==> config.mk <==
export PLATFORM = sky130hd
export DESIGN_NAME = led_sequencer
export DESIGN_NICKNAME = d
export VERILOG_FILES = /design/src/rtl/led_sequencer_pkg.sv /design/src/rtl/led_sequencer_debounce_filter.sv /design/src/rtl/led_sequencer.sv
export SDC_FILE = /design/constraint.sdc
export NUM_CORES = 1
export LEC_CHECK = 0
export CORE_ASPECT_RATIO = 1.4
export CORE_MARGIN = 8
export CORE_UTILIZATION = 42
export CTS_BUF_LIST = sky130_fd_sc_hd__clkbuf_8 sky130_fd_sc_hd__clkbuf_16
export DETAILED_ROUTE_END_ITERATION = 8
export GPL_ROUTABILITY_DRIVEN = 1
export GPL_TIMING_DRIVEN = 0
export PLACE_DENSITY = 0.73
export SKIP_LAST_GASP = 1
export SYNTH_ARGS = -nofsm -noshare
export SYNTH_HDL_FRONTEND = slang
export SYNTH_SLANG_ARGS = --single-unit
==> constraint.sdc <==
create_clock -name i_Clk -period 1.7 [get_ports i_Clk]
set_clock_uncertainty 0.15 [all_clocks]
set_input_delay 0.255 -clock i_Clk [delete_from_list [all_inputs] [get_ports i_Clk]]
set_output_delay 0.255 -clock i_Clk [all_outputs]
set_load 0.02 [all_outputs]
==> src/rtl/led_sequencer_pkg.sv <==
// Shared definitions for the LED pattern sequencer: mode encodings, debounce
// default and the divider toggle counts for a 25 MHz clock.
package led_sequencer_pkg;

  typedef enum logic [1:0] {
    MODE_CHASE_R = 2'd0,
    MODE_CHASE_L = 2'd1,
    MODE_BOUNCE  = 2'd2,
    MODE_BLINK   = 2'd3
  } mode_e;

  localparam int unsigned DEFAULT_DEBOUNCE_CYCLES = 250000;
  localparam int unsigned CountWidth              = 18;

  // Half-period cycle counts: the divider toggles its output after this many clocks.
  localparam int unsigned ONE_HZ   = 12500000;
  localparam int unsigned TWO_HZ   = 6250000;
  localparam int unsigned THREE_HZ = 4166667;
  localparam int unsigned FOUR_HZ  = 3125000;
  localparam int unsigned FIVE_HZ  = 2500000;

endpackage

==> src/rtl/led_sequencer_debounce_filter.sv <==
// Two-flop synchroniser plus a hold-time filter: a new level is accepted only
// after it has been stable for CYCLES consecutive clocks.
module debounce_filter
  import led_sequencer_pkg::*;
#(
  parameter int unsigned CYCLES = DEFAULT_DEBOUNCE_CYCLES
) (
  input  logic i_Clk,
  input  logic i_Rst_L,
  input  logic i_Raw,
  output logic o_Level
);

  localparam logic [CountWidth-1:0] CountLast = CountWidth'(CYCLES - 1);

  logic                  sync1_q;
  logic                  sync_q;
  logic                  level_q;
  logic [CountWidth-1:0] count_q;

  always_ff @(posedge i_Clk or negedge i_Rst_L) begin
    if (!i_Rst_L) begin
      sync1_q <= 1'b0;
      sync_q  <= 1'b0;
      level_q <= 1'b0;
      count_q <= '0;
    end else begin
      sync1_q <= i_Raw;
      sync_q  <= sync1_q;
      if (sync_q == level_q) begin
        count_q <= '0;
      end else if (count_q == CountLast) begin
        level_q <= sync_q;
        count_q <= '0;
      end else begin
        count_q <= count_q + 1'b1;
      end
    end
  end

  assign o_Level = level_q;

endmodule

==> src/rtl/led_sequencer.sv <==
// Steps a 4-LED pattern on each edge of the divider tick; a debounced button
// release advances through chase-right, chase-left, bounce and blink modes.
module led_sequencer
  import led_sequencer_pkg::*;
#(
  parameter int unsigned DEBOUNCE_CYCLES = DEFAULT_DEBOUNCE_CYCLES,
  parameter bit          STEP_BOTH_EDGES = 1'b1
) (
  input  logic       i_Clk,
  input  logic       i_Rst_L,
  input  logic       i_Tick,
  input  logic       i_Switch_1,
  output logic       o_LED_1,
  output logic       o_LED_2,
  output logic       o_LED_3,
  output logic       o_LED_4,
  output logic [1:0] o_Mode
);

  logic       level;
  logic       level_q;
  logic       tick_prev_q;
  mode_e      mode_q;
  logic [1:0] pos_q;
  logic       dir_up_q;
  logic       phase_q;
  logic       step;
  logic       release_evt;
  logic [3:0] leds;

  debounce_filter #(
    .CYCLES (DEBOUNCE_CYCLES)
  ) u_debounce (
    .i_Clk   (i_Clk),
    .i_Rst_L (i_Rst_L),
    .i_Raw   (i_Switch_1),
    .o_Level (level)
  );

  assign step        = STEP_BOTH_EDGES ? (i_Tick ^ tick_prev_q) : (i_Tick & ~tick_prev_q);
  assign release_evt = level_q & ~level;

  always_ff @(posedge i_Clk or negedge i_Rst_L) begin
    if (!i_Rst_L) begin
      tick_prev_q <= 1'b0;
      level_q     <= 1'b0;
      mode_q      <= MODE_CHASE_R;
      pos_q       <= 2'd0;
      dir_up_q    <= 1'b1;
      phase_q     <= 1'b1;
    end else begin
      tick_prev_q <= i_Tick;
      level_q     <= level;
      // A release restarts the pattern and swallows any coincident step.
      if (release_evt) begin
        mode_q   <= mode_e'(mode_q + 2'd1);
        pos_q    <= 2'd0;
        dir_up_q <= 1'b1;
        phase_q  <= 1'b1;
      end else if (step) begin
        unique case (mode_q)
          MODE_CHASE_R: pos_q <= pos_q + 2'd1;
          MODE_CHASE_L: pos_q <= pos_q - 2'd1;
          MODE_BOUNCE: begin
            // Turn around at the ends so each end position shows for one step only.
            if (dir_up_q) begin
              if (pos_q == 2'd3) begin
                dir_up_q <= 1'b0;
                pos_q    <= 2'd2;
              end else begin
                pos_q <= pos_q + 2'd1;
              end
            end else begin
              if (pos_q == 2'd0) begin
                dir_up_q <= 1'b1;
                pos_q    <= 2'd1;
              end else begin
                pos_q <= pos_q - 2'd1;
              end
            end
          end
          MODE_BLINK: phase_q <= ~phase_q;
          default: pos_q <= pos_q;
        endcase
      end
    end
  end

  always_comb begin
    leds = 4'b0000;
    if (mode_q == MODE_BLINK) begin
      leds = {4{phase_q}};
    end else begin
      leds[pos_q] = 1'b1;
    end
  end

  assign o_LED_1 = leds[0];
  assign o_LED_2 = leds[1];
  assign o_LED_3 = leds[2];
  assign o_LED_4 = leds[3];
  assign o_Mode  = mode_q;

endmodule

==> results.ini <==
[synthesis]
synthTopCellsByArea = dfrtp_1 44%, ha_1 8.2%, xnor2_1 8.0%, nor2_1 5.6%, dfstp_2 3.4%
synthFlopType = dfrtp_1
syn_nets = 167
synthArstFlopShare = 1.000
syn_inst = 153
synthDistinctLibCells = 34
ys_top_cells_by_count = 27 x dfrtp_1, 23 x nor2_1, 14 x xnor2_1
synth_warnings = 0
yosysMostFrequentCell = dfrtp_1
yosys.area.top_type = dfrtp_1
synth_edf_count = 0
synth.ff_latch_count = 29
synth.top_cell.area_share = 0.4412
synth_area_um2 = 1531
synth_seq_area_share = 0.4755
postSynthAreaPerCell_um2 = 10.01

[worst_setup_path]
path_max_fanout = 3
cp-start-kind = flip-flop
regToRegSetupSlack_ns = -0.08
crit_type = reg2reg
end_kind = flip-flop
crit_arrival_ns = 1.85
worstPathRequired_ns = 1.76

[power]
leakagePower_nw = 0.8762
power_mw = 1.939
irDropWorstVdd_v = 0.0006982
p_per_area_nw_per_um2 = 876.2

[run_status]
status = finished, violations left
violations = negative setup slack

[place]
portBuffers = 9
placed_cell_area_um2 = 1687
dp_hpwl_um = 2294
place_congestion = 0.7985

[floorplanning]
rows = 26
die_height_um = 87.45
start_util = 0.4280
core_area_um2 = 3578
dieArea_um2 = 5862
ios = 10
die_w_um = 67.04

[sta]
rsz0062_at_grt = true
slew_viol_final = 0
post-route-min-period_ns = 1.781
worst_slack_ns = -0.08137
min_period_over_period = 1.048
slew_headroom = 0.5563
final-setup-viol-count = 19
fmax_mhz = 561.4
finalHoldViolations = 0
worstMarginPinSlew_ns = 0.6656

[clock_network]
clk_latency_ns = 0.29
cts_buffers = 5
cts_sinks = 29
cts_tree = built
ctsHtreeMaxLevel = 2
path_clk_slew_ns = 0.06
clockBufferDepth = 2
cts-root-buf = clkbuf_8

[routing]
wl_um = 4044
drtPass1Iterations = 4
vias = 1279
drc = 0
drt-initial-drc-count = 47
drt-wirelength-per-cell_um = 17.43
via_per_inst = 5.513
postRouteAntennaNets = 0

[layout]
fin_area_um2 = 2213
diodes = 0
drive_gt1_frac = 0.4526
syn_to_final_growth_pct = 44.53
fin_nets = 203

[grt]
grt_pass1_vias = 1382
overflow = 0
grt.total_usage = 0.1474
grt_max_degree = 30
grt_pass1_wl_um = 6513
antenna_found_initial = 0

[hold_path]
min_path_type = reg2reg

[run]
maxCapViolCount = 0

==> registers in the layout, indices dropped and copies added, names as in the netlist <==
| register | cells |
|---|---|
| dir_up_q | 1 |
| u_debounce.sync_q | 1 |
| phase_q | 1 |
| tick_prev_q | 1 |
| pos_q | 2 |
| o_Mode | 2 |
| u_debounce.sync1_q | 1 |
| level_q | 1 |
| u_debounce.count_q | 18 |
| u_debounce.o_Level | 1 |
==> repair_timing <==
action,CTS,global route
pin swaps,6,20
cloned,0,1
hold endpoints to repair,0,27
gates resized for setup,52,51
buffers inserted,13,6
endpoints found under the setup margin,27,26
hold buffers,0,1
==> layer usage <==
layer  vias to the layer above  share of wire  global-route usage
li1                        596              -                   -
met1                       643           0.35              0.1366
met2                        29           0.57              0.2688
met3                        11          0.047             0.05284
met4                         0          0.024             0.07634
met5                         -              0                   0
==> final timing paths <==
check	start	endpoint	depth (start not counted)
worst min-delay path	u_debounce.sync1_q	u_debounce.sync_q	0
worst min register to register	u_debounce.sync1_q	u_debounce.sync_q	0
worst max register to register	u_debounce.count_q[4]	u_debounce.count_q[17]	4
min in group asynchronous	i_Rst_L	tick_prev_q	2
worst max-delay path	u_debounce.count_q[4]	u_debounce.count_q[17]	4
max in group asynchronous	i_Rst_L	o_Mode[1]	2
==> power by group <==
part / switching, mW / total (mW) / leakage [nW] / internal, mW
sequential: 0.0372 / 0.757 / 0.371 / 0.719
combinational: 0.305 / 0.608 / 0.451 / 0.303
clock: 0.257 / 0.575 / 0.0538 / 0.317
total: 0.599 / 1.94 / 0.876 / 1.34
==> layout by cell type (no fill, tap or decap), types with 2 or more instances in the layout <==
master / netlist / routed
dfrtp_2: 0 / 8
a21oi_1: 6 / 4
nand2_1: 6 / 5
clkdlybuf4s50_1: 0 / 2
nand3_4: 1 / 2
dfstp_2: 2 / 2
buf_4: 0 / 17
nor3_1: 2 / 2
ha_2: 0 / 2
inv_2: 0 / 6
dfrtp_1: 27 / 19
nand3_1: 4 / 3
buf_6: 0 / 7
nand2b_1: 3 / 3
ha_4: 0 / 7
a21oi_2: 0 / 2
nor4b_4: 0 / 2
nor2b_1: 3 / 2
clkbuf_8: 0 / 6
xor2_1: 3 / 2
xnor2_1: 14 / 14
o21ai_2: 1 / 3
o21ai_1: 0 / 3
o21ai_0: 9 / 3
nor4_1: 5 / 3
nor2_1: 23 / 14
nor2_2: 0 / 8
inv_1: 12 / 8
nand4_1: 4 / 4
==> through the flow <==
| step | setup WS, ns | setup TNS [ns] | util | hold WS (ns) | instances |
|---|---|---|---|---|---|
| floorplan | 0.01692 | 0 | - | -0.1906 | 153 |
| global placement | -0.2977 | -9.040 | 0.4713 | 0.1894 | 204 |
| detailed placement | -0.3762 | -13.04 | 0.4713 | 0.2096 | 204 |
| CTS | -0.08752 | -0.2262 | 0.5524 | 0.2252 | 225 |
| global route | -0.1663 | -2.864 | 0.6185 | 0.2243 | 232 |
| finish | -0.08137 | -0.8180 | 0.6185 | 0.2241 | 232 |
==> cell type report <==
type	instances	area, um2
fillers	288	1365
multi-input cells	111	1025
flip-flops and latches	29	738.2
repair buffers	29	251.5
clock buffers	6	82.58
well taps	42	52.55
inverters	12	45.04
plain buffers	1	11.26
clock inverters	2	7.507
==> critical path, cell delays in order, from the launching register on <==
cell and delay, ns:
dfrtp_1 0.47, nand3_4 0.11, or3_1 0.40, or4_1 0.42, a21oi_1 0.15
==> logic make-up (layout without fill, tap and decap cells) <==
family / Yosys count / count (layout) / synth area share
and+or+nand+nor: 61 / 61 / 0.2190
DFF: 29 / 29 / 0.4755
AOI/OAI and AO/OA: 22 / 22 / 0.08660
adders and majority gates: 10 / 10 / 0.08170
xor gates and xnor gates: 17 / 17 / 0.09723
muxes: 1 / 1 / 0.007352
buffers and inverters: 13 / 50 / 0.03267
Power figures use the tool's default switching activity.
